File: src/rtl/mem_arbiter_if.sv
// Bus bundle for mem_arbiter: two requester ports plus the single memory port.
// The slave modport is the arbiter's view; the master modport is the
// requester/memory environment's view.
interface mem_arbiter_if #(
    parameter int unsigned AW = 12
) ();
    // Requester 0
    logic          i_cyc0;
    logic          i_we0;
    logic [AW-1:0] i_addr0;
    logic [15:0]   i_dat0;
    logic          o_ack0;
    logic [15:0]   o_dat0;
    // Requester 1
    logic          i_cyc1;
    logic          i_we1;
    logic [AW-1:0] i_addr1;
    logic [15:0]   i_dat1;
    logic          o_ack1;
    logic [15:0]   o_dat1;
    // Memory side
    logic          o_mem_cyc;
    logic          o_mem_we;
    logic [AW-1:0] o_mem_addr;
    logic [15:0]   o_mem_dat;
    logic [15:0]   i_mem_dat;

    modport slave (
        input  i_cyc0, i_we0, i_addr0, i_dat0,
        input  i_cyc1, i_we1, i_addr1, i_dat1,
        input  i_mem_dat,
        output o_ack0, o_dat0, o_ack1, o_dat1,
        output o_mem_cyc, o_mem_we, o_mem_addr, o_mem_dat
    );

    modport master (
        output i_cyc0, i_we0, i_addr0, i_dat0,
        output i_cyc1, i_we1, i_addr1, i_dat1,
        output i_mem_dat,
        input  o_ack0, o_dat0, o_ack1, o_dat1,
        input  o_mem_cyc, o_mem_we, o_mem_addr, o_mem_dat
    );
endinterface

File: src/rtl/mem_arbiter.sv
// Two-port arbiter in front of a single-ported 16-bit block memory.
// Each access takes two cycles (IDLE, then GNTn); the memory port and the
// granted requester's ack/data are driven combinationally from the GNTn state.
// Optional build macro MEM_ARBITER_RR_EN: round-robin tie-break using a
// last-grant bit; when undefined, port 0 always wins ties.
module mem_arbiter #(
    parameter int unsigned AW = 12
) (
    input  logic          i_clk,
    input  logic          i_reset,
    mem_arbiter_if.slave  bus
);

    typedef enum logic [1:0] {
        StIdle,
        StGnt0,
        StGnt1
    } state_e;

    state_e        state_q, state_d;
    logic          tie_pick1;
    logic [AW-1:0] mem_addr;

`ifdef MEM_ARBITER_RR_EN
    logic last_q, last_d;

    // Tie goes to the port that was not granted last.
    always_comb begin
        tie_pick1 = (last_q == 1'b0);
        last_d    = last_q;
        if (state_d == StGnt0) last_d = 1'b0;
        if (state_d == StGnt1) last_d = 1'b1;
    end

    // Last-grant register; reset to 1 so port 0 wins the first tie.
    always_ff @(posedge i_clk) begin
        if (i_reset) last_q <= 1'b1;
        else         last_q <= last_d;
    end
`else
    // Fixed priority: port 0 always wins a tie.
    always_comb begin
        tie_pick1 = 1'b0;
    end
`endif

    // State register; reset forces IDLE even in the middle of a grant.
    always_ff @(posedge i_clk) begin
        if (i_reset) state_q <= StIdle;
        else         state_q <= state_d;
    end

    // Next-state: grants last exactly one cycle and always fall back to IDLE.
    always_comb begin
        state_d = state_q;
        case (state_q)
            StIdle: begin
                if (bus.i_cyc0 && bus.i_cyc1) state_d = tie_pick1 ? StGnt1 : StGnt0;
                else if (bus.i_cyc0)          state_d = StGnt0;
                else if (bus.i_cyc1)          state_d = StGnt1;
            end
            StGnt0:  state_d = StIdle;
            StGnt1:  state_d = StIdle;
            default: state_d = StIdle;
        endcase
    end

    // Outputs: route the granted port to memory; everything else reads as 0.
    always_comb begin
        bus.o_mem_cyc = 1'b0;
        bus.o_mem_we  = 1'b0;
        mem_addr      = '0;
        bus.o_mem_dat = '0;
        bus.o_ack0    = 1'b0;
        bus.o_ack1    = 1'b0;
        bus.o_dat0    = '0;
        bus.o_dat1    = '0;
        case (state_q)
            StGnt0: begin
                bus.o_mem_cyc = 1'b1;
                bus.o_mem_we  = bus.i_we0;
                mem_addr      = bus.i_addr0;
                bus.o_mem_dat = bus.i_dat0;
                bus.o_ack0    = 1'b1;
                bus.o_dat0    = bus.i_mem_dat;
            end
            StGnt1: begin
                bus.o_mem_cyc = 1'b1;
                bus.o_mem_we  = bus.i_we1;
                mem_addr      = bus.i_addr1;
                bus.o_mem_dat = bus.i_dat1;
                bus.o_ack1    = 1'b1;
                bus.o_dat1    = bus.i_mem_dat;
            end
            default: ;
        endcase
    end

    assign bus.o_mem_addr = mem_addr;

endmodule

File: src/flat_wrapper.sv
// flat-port wrapper written by rule: the top's interface ports become plain ports
module mem_arbiter_flat 
#(
    parameter int unsigned AW = 12
)
  (i_clk, i_reset, bus_i_cyc0, bus_i_we0, bus_i_addr0, bus_i_dat0, bus_i_cyc1, bus_i_we1, bus_i_addr1, bus_i_dat1, bus_i_mem_dat, bus_o_ack0, bus_o_dat0, bus_o_ack1, bus_o_dat1, bus_o_mem_cyc, bus_o_mem_we, bus_o_mem_addr, bus_o_mem_dat);
  mem_arbiter_if #(.AW(AW)) bus_i ();
  input  logic i_clk;
  input  logic i_reset;
  input wire logic [$bits(bus_i.i_cyc0)-1:0] bus_i_cyc0;
  input wire logic [$bits(bus_i.i_we0)-1:0] bus_i_we0;
  input wire logic [$bits(bus_i.i_addr0)-1:0] bus_i_addr0;
  input wire logic [$bits(bus_i.i_dat0)-1:0] bus_i_dat0;
  input wire logic [$bits(bus_i.i_cyc1)-1:0] bus_i_cyc1;
  input wire logic [$bits(bus_i.i_we1)-1:0] bus_i_we1;
  input wire logic [$bits(bus_i.i_addr1)-1:0] bus_i_addr1;
  input wire logic [$bits(bus_i.i_dat1)-1:0] bus_i_dat1;
  input wire logic [$bits(bus_i.i_mem_dat)-1:0] bus_i_mem_dat;
  output wire logic [$bits(bus_i.o_ack0)-1:0] bus_o_ack0;
  output wire logic [$bits(bus_i.o_dat0)-1:0] bus_o_dat0;
  output wire logic [$bits(bus_i.o_ack1)-1:0] bus_o_ack1;
  output wire logic [$bits(bus_i.o_dat1)-1:0] bus_o_dat1;
  output wire logic [$bits(bus_i.o_mem_cyc)-1:0] bus_o_mem_cyc;
  output wire logic [$bits(bus_i.o_mem_we)-1:0] bus_o_mem_we;
  output wire logic [$bits(bus_i.o_mem_addr)-1:0] bus_o_mem_addr;
  output wire logic [$bits(bus_i.o_mem_dat)-1:0] bus_o_mem_dat;
  assign bus_i.i_cyc0 = bus_i_cyc0;
  assign bus_i.i_we0 = bus_i_we0;
  assign bus_i.i_addr0 = bus_i_addr0;
  assign bus_i.i_dat0 = bus_i_dat0;
  assign bus_i.i_cyc1 = bus_i_cyc1;
  assign bus_i.i_we1 = bus_i_we1;
  assign bus_i.i_addr1 = bus_i_addr1;
  assign bus_i.i_dat1 = bus_i_dat1;
  assign bus_i.i_mem_dat = bus_i_mem_dat;
  assign bus_o_ack0 = bus_i.o_ack0;
  assign bus_o_dat0 = bus_i.o_dat0;
  assign bus_o_ack1 = bus_i.o_ack1;
  assign bus_o_dat1 = bus_i.o_dat1;
  assign bus_o_mem_cyc = bus_i.o_mem_cyc;
  assign bus_o_mem_we = bus_i.o_mem_we;
  assign bus_o_mem_addr = bus_i.o_mem_addr;
  assign bus_o_mem_dat = bus_i.o_mem_dat;
  mem_arbiter #(.AW(AW)) u_core (.i_clk(i_clk), .i_reset(i_reset), .bus(bus_i));
endmodule
File: config.mk
export PLATFORM = sky130hd
export DESIGN_NAME = mem_arbiter_flat
export DESIGN_NICKNAME = d
export VERILOG_FILES = /design/src/rtl/mem_arbiter_if.sv /design/src/rtl/mem_arbiter.sv /design/src/flat_wrapper.sv
export SDC_FILE = /design/constraint.sdc
export NUM_CORES = 1
export LEC_CHECK = 0
export CORE_ASPECT_RATIO = 0.9
export CORE_MARGIN = 1
export CORE_UTILIZATION = 23
export CTS_CLUSTER_DIAMETER = 80
export CTS_CLUSTER_SIZE = 28
export DETAILED_ROUTE_END_ITERATION = 10
export HOLD_SLACK_MARGIN = 0.15
export PLACE_DENSITY = 0.94
export REMOVE_ABC_BUFFERS = 1
export SYNTH_ARGS = -nofsm -noshare
export SYNTH_HDL_FRONTEND = slang
export SYNTH_SLANG_ARGS = --single-unit
File: constraint.sdc
create_clock -name i_clk -period 1.7 [get_ports i_clk]
set_input_delay 0.255 -clock i_clk [delete_from_list [all_inputs] [get_ports i_clk]]
set_output_delay 0.255 -clock i_clk [all_outputs]
set_load 0.02 [all_outputs]
==> results of run 1 <==
[tightest hold or removal path: cells and delay by family, from the launching register on]
kind            cells  cell delay (ns)
flops               1             0.35
simple gates        1             0.07
compound gates      1             0.05
[power breakdown]
group          internal [mW]  switching (mW)
registers             0.0505         0.00489
logic                  0.339           0.240
clock network          0.150          0.0395
total                  0.539           0.285
[synth_stat cells]
library cell  instances
and2_1               32
a22oi_1              19
nor2b_1              19
a22oi_2              10
nor2b_2              10
buf_2                 4
buf_6                 4
ha_1                  4
inv_1                 3
dfxtp_1               2
nand2b_1              2
a21oi_1               1
buf_4                 1
buf_8                 1
clkbuf_1              1
clkbuf_2              1
nor2_1                1
nor3_1                1
[layout by cell type, fill, tap and decap left out, drive strengths merged, types with 3 or more instances in the layout]
cell,count
a22oi,29
clkdlybuf4s50,77
buf,32
ha,4
and2,32
clkbuf,28
nor2b,29
clkdlybuf4s15,15
inv,3
[final cells by class]
type,instances,area share
Tap cell,46,0.02473
Sequential cell,2,0.01935
Timing Repair Buffer,151,0.5731
Inverter,3,0.005914
Multi-Input combinational cell,99,0.3591
Clock buffer,3,0.01774
[final timing paths]
path	slack, ns	end
max	0.06	bus_o_dat1[0]
min	0.52	u_core.state_q[0]
max reg2reg	0.87	u_core.state_q[1]
min reg2reg	0.52	u_core.state_q[0]
[layer usage]
metal	up-vias	share of wire	GRT usage
li1	682	-	-
met1	610	0.39	0.2156
met2	48	0.54	0.3593
met3	4	0.064	0.02037
met4	0	0.0054	0.03571
met5	-	0	0
[through the flow]
stage / area, um2 / hold WS, ns / instances
global route: 2327 / 0.5406 / 304
detailed placement: 2376 / 0.4882 / 300
floorplan: 802.0 / 0.3339 / 104
CTS: 2441 / 0.4919 / 303
global placement: 2376 / 0.4842 / 300
finish: 2327 / 0.5167 / 304
[logic make-up after synthesis]
logic type / after synthesis
simple gates: 65
compound gates: 30
buf+inv: 15
fa+ha+maj: 4
flops: 2
[repair_timing]
item,4_1_cts,5_1_grt
endpoints found under the setup margin,64,64
resized for setup,138,97
cloned,0,1
pin swaps,0,1
==> flow_summary_export.csv, run 1 <==
group,metric,value,unit
clock_tree,clock_latency,0.21,ns
setup_path,reg2regPathDepth,4,
detailed_routing,wl_per_cell,14.01,um
setup_path,critPathTopFamily,"buffers and inverters",
global_routing,grt_start_max_net_pins,26,
detailed_routing,detail_route.wirelength,4.258,mm
sta,maxSlewViolCount,0,
global_routing,antenna_found_initial,0,
synth,synth_top_cell_by_area,"and2_1",
clock_tree,cts_buffer_depth,2,
setup_path,arrival,1.39,ns
detailed_routing,vias_per_cell,4.421,
hold_path,worstHoldStart,"u_core.state_q[0]",
finish,multiInputGateArea,835.8,um2
placement,dp_hpwl,3.360,mm
clock_tree,cts_tree,"yes",
sta,hold_violations,0,
clock_tree,cts.sinks,2,
synth,yosys.area_share.adder,0.05571,
placement,place_ws,-0.2812,ns
synth,synth_cell_types,18,
detailed_routing,route.antenna.remaining_nets,0,
detailed_routing,firstDrtPassIters,5,
synth,ys_warn_count,0,
setup_path,critPathCaptureType,"output pin",
synth,synthCells,116,
power,max-vdd-ir-drop,0.3363,mV
power,fin_total_pwr,0.8240,mW
clock_tree,cts_made_buffers,3,
sta,post-route-period-util,0.9666,
finish,n_antenna_cell,0,
synth,seq_area_frac_synth,0.04457,
setup_path,reg2reg_from,"u_core.state_q[1]",
setup_path,critical_path_required,1.44,ns
clock_tree,cts_hold_buf,0,
finish,reg_top3,"u_core.state_q x2",
synth,ys_seq_elements,2,
sta,worstMarginPinSlew,0.2254,ns
synth,syn_area,898.4,um2
floorplanning,rows,21,
finish,layout-drive-gt1-share,0.4225,
global_routing,gr-total-overflow,0,
synth,synth-compound-area-share,0.3036,
detailed_routing,drc_errors,0,
finish,fin_nets,342,
floorplanning,die_h,61.29,um
placement,port-buffer-count,141,
sta,max_freq,0.6086,GHz
synth,yosys.area_share.simple,0.4763,
outcome,status,"finished clean",
power,power_per_cell_area,354.1,mW/mm2
run,drv_cap,0,
floorplanning,dieArea,0.004160,mm2
sta,layout_setup_ws,0.05677,ns
floorplanning,coreArea,0.003731,mm2
setup_path,worstSetupPathType,"reg2out",
clock_tree,cts.clk_slew.worst_paths,0.03,ns
sta,skew,0.001389,ns
setup_path,cp_max_fo,16,
finish,seqCellArea,45.04,um2
setup_path,crit_buf_inv,3,
global_routing,track_usage,0.1839,
detailed_routing,vias,1344,
setup_path,worstPathCellList,"inv_4 -> buf_4 -> ha_4 -> and2_1 -> clkdlybuf4s15_1",
setup_path,slowest_delay,0.35,ns
sta,relSlewSlack,0.8503,
clock_tree,cts_setup_buffers,0,
finish,area_growth,159.1,%
hold_path,min_path_type,"reg2reg",
sta,setup_violations,0,
global_routing,grt_pass1_vias,1244,
floorplanning,die_x,67.88,um
finish,fillers,372,
synth,syn_avg_cell_area,7.744,um2
detailed_routing,initialDrtViolationCount,54,
clock_tree,htree_num_levels,1,
power,leakage,0.9467,nW
synth,synth_top_area_share,0.2228,
sta,finalSetupTns,0,ns
setup_path,crit_start,"u_core.state_q[0]",
finish,fin_util,0.6237,
sta,rsz0062_at_grt,"true",
floorplanning,initial_core_util,0.2408,
setup_path,cp_slowest_cell,"dfxtp_4",
synth,synthMuxAreaShare,0,
synth,synth_top_family_by_area,"simple AND/OR/NAND/NOR gates",
hold_path,hold-path-cell-count,2,
setup_path,cp-start-kind,"flop",
synth,synth-xor-area-share,0,
finish,top_register,"u_core.state_q",
sta,period_minus_slack,1.643,ns
setup_path,cp.depth,5,
floorplanning,ioPinCount,142,
synth,synth.area.top_cells,"and2_1 (22%), a22oi_1 (16%), a22oi_2 (14%), nor2b_1 (13%), nor2b_2 (9.7%)",
global_routing,grt_pass1_wl,5.823,mm
finish,largest_reg_flops,2,
clock_tree,cts_root_buf,"clkbuf_8",
placement,gp_congestion,0.7489,
(Power assumes the default switching activity.)
==> run 2: changes to the inputs <==
- CORE_UTILIZATION: 23 -> 25
- DONT_BUFFER_PORTS: unset -> 1
- PLACE_DENSITY: 0.94 -> 0.49
==> flow_summary_export.csv, run 2 (synthesized netlist as in run 1, its figures left out) <==
group,metric,value,unit
hold_path,whs_endpoint,"u_core.state_q[0]",
power,power.internal,0.4022,mW
placement,port-buffer-count,0,
setup_path,worstPathCellList,"inv_2 -> buf_6 -> ha_4 -> buf_12 -> a22oi_1 -> nor2b_1 -> buf_4",
detailed_routing,wl_per_cell,15.74,um
placement,gp_congestion,0.7942,
setup_path,critical_path_required,1.44,ns
sta,hold_violations,0,
power,p_seq_frac,0.081,
clock_tree,clock_latency,0.21,ns
setup_path,crit_start,"u_core.state_q[1]",
detailed_routing,drc_errors,0,
sta,maxSlewViolCount,0,
run,drv_cap,0,
floorplanning,coreArea,0.003403,mm2
finish,mostFrequentLayoutCells,"a22oi_2 (22), buf_4 (22), nor2b_1 (19)",
clock_tree,cts_buffer_depth,2,
setup_path,reg2reg_setup_slack,0.89,ns
global_routing,gr-total-overflow,0,
setup_path,arrival,1.43,ns
floorplanning,rows,20,
detailed_routing,firstDrtPassIters,3,
detailed_routing,vias_per_cell,5.114,
sta,worstMarginPinSlew,0.2432,ns
placement,dp_hpwl,2.199,mm
clock_tree,cts.sinks,2,
power,p_sw,0.2426,mW
power,leakage,0.5065,nW
floorplanning,ioPinCount,142,
sta,setup_violations,0,
finish,fin_nets,225,
sta,rsz0062_at_grt,"true",
sta,hold_slack,0.2089,ns
global_routing,grt_pass1_vias,791,
setup_path,reg2regPathDepth,4,
power,swShare,0.3763,
setup_path,cp_slowest_cell,"dfxtp_2",
hold_path,worstHoldStart,"bus_i_cyc0",
power,pwr-share-comb,0.631,
floorplanning,dieArea,0.003837,mm2
power,clkPwrFrac,0.287,
global_routing,grt_start_max_net_pins,17,
hold_path,hold-path-cell-count,2,
setup_path,critPathCaptureType,"output pin",
sta,skew,0.001371,ns
finish,reg_top3,"u_core.state_q x2",
setup_path,slowest_delay,0.32,ns
sta,max_freq,0.5939,GHz
setup_path,worstSetupPathType,"reg2out",
setup_path,cp_max_fo,13,
power,max-vdd-ir-drop,0.4320,mV
detailed_routing,route.antenna.remaining_nets,0,
hold_path,min_path_type,"in2reg",
sta,relSlewSlack,0.8371,
sta,post-route-period-util,0.9905,
finish,area_growth,58.91,%
finish,n_antenna_cell,0,
finish,fin_util,0.4195,
detailed_routing,vias,946,
clock_tree,cts.clk_slew.worst_paths,0.03,ns
floorplanning,die_h,58.87,um
setup_path,cp-start-kind,"flop",
sta,period_minus_slack,1.684,ns
clock_tree,cts_root_buf,"clkbuf_8",
finish,top_register,"u_core.state_q",
floorplanning,initial_core_util,0.2640,
clock_tree,htree_num_levels,1,
finish,largest_reg_flops,2,
setup_path,regToRegEndpoint,"u_core.state_q[0]",
floorplanning,die_x,65.19,um
clock_tree,cts_tree,"yes",
detailed_routing,initialDrtViolationCount,32,
global_routing,track_usage,0.1232,
clock_tree,cts_made_buffers,3,
outcome,status,"finished clean",
setup_path,reg2reg_from,"u_core.state_q[0]",
power,power_per_cell_area,451.6,mW/mm2
detailed_routing,detail_route.wirelength,2.911,mm
global_routing,grt_pass1_wl,3.719,mm
finish,layout-drive-gt1-share,0.6383,
global_routing,antenna_found_initial,0,
## run 2: cell types whose count changed in the layout (fill, tap and decap cells not counted), moves of 13 or more
cell,change
buf_4,+13
and2_2,+15
clkdlybuf4s50_1,-77
and2_1,-15
buf_2,-19
clkdlybuf4s15_2,-13
clkbuf_2,-24
## run 2: timing repair
item	4_1_cts	5_1_grt
hold buffers	1	0
hold endpoints to repair	1	0
setup endpoints to repair	29	44
pin swaps	3	5
gates resized for setup	18	38
setup buffers	0	0
cloned	2	1
## run 2: power by group through the flow
stage	Sequential (mW)	Combinational [mW]	Clock, mW
floorplan	0.0530	0.223	0
global route	0.0528	0.430	0.191
finish	0.0525	0.407	0.185
detailed placement	0.0523	0.306	0
CTS	0.0522	0.365	0.190
global placement	0.0521	0.298	0
## run 2: final cells by class
type	count	area, um2
inverter	3	11.26
sequential	2	41.29
clock buffer	3	41.29
fill	322	1976
timing repair buffer	34	389.1
multi-input combinational	99	889.6
tap	44	55.05
## run 2: how the worst max path moves through the flow
stage | to | slack (ns) | depth (start not counted)
2_1_floorplan | bus_o_mem_addr[10] | -0.49 | 4
3_5_place_dp | bus_o_mem_dat[1] | 0.07 | 5
5_1_grt | bus_o_mem_dat[1] | -0.05 | 6
4_1_cts | bus_o_mem_dat[2] | -0.05 | 6
3_3_place_gp | bus_o_mem_we | 0.13 | 5
6_report | bus_o_mem_dat[2] | 0.02 | 7
## run 2: through the flow
step	cell area [um2]	std cells	setup WS, ns	TNS (ns)	power, mW
floorplan	802.0	104	-0.4891	-18.03	0.2762
global placement	1097	178	0.1350	0	0.3500
detailed placement	1097	178	0.07327	0	0.3579
CTS	1286	184	-0.04845	-0.5785	0.6072
global route	1428	185	-0.04558	-0.2865	0.6732
finish	1428	185	0.01621	0	0.6448
## run 2: worst max-delay path: cells and delay by family, from the launching register on
family / cells / cell delay, ns
buffers and inverters: 4 / 0.47
AND/OR/NAND/NOR: 1 / 0.07
flip-flops: 1 / 0.32
AO/OA/AOI/OAI: 1 / 0.15
adder cells (fa/ha/maj): 1 / 0.20
## run 2: layer usage
metal  global-route usage  share of wire
met1               0.1613           0.39
met2               0.2239           0.54
met3             0.003876          0.073
met4              0.02795              0
met5                    0              0
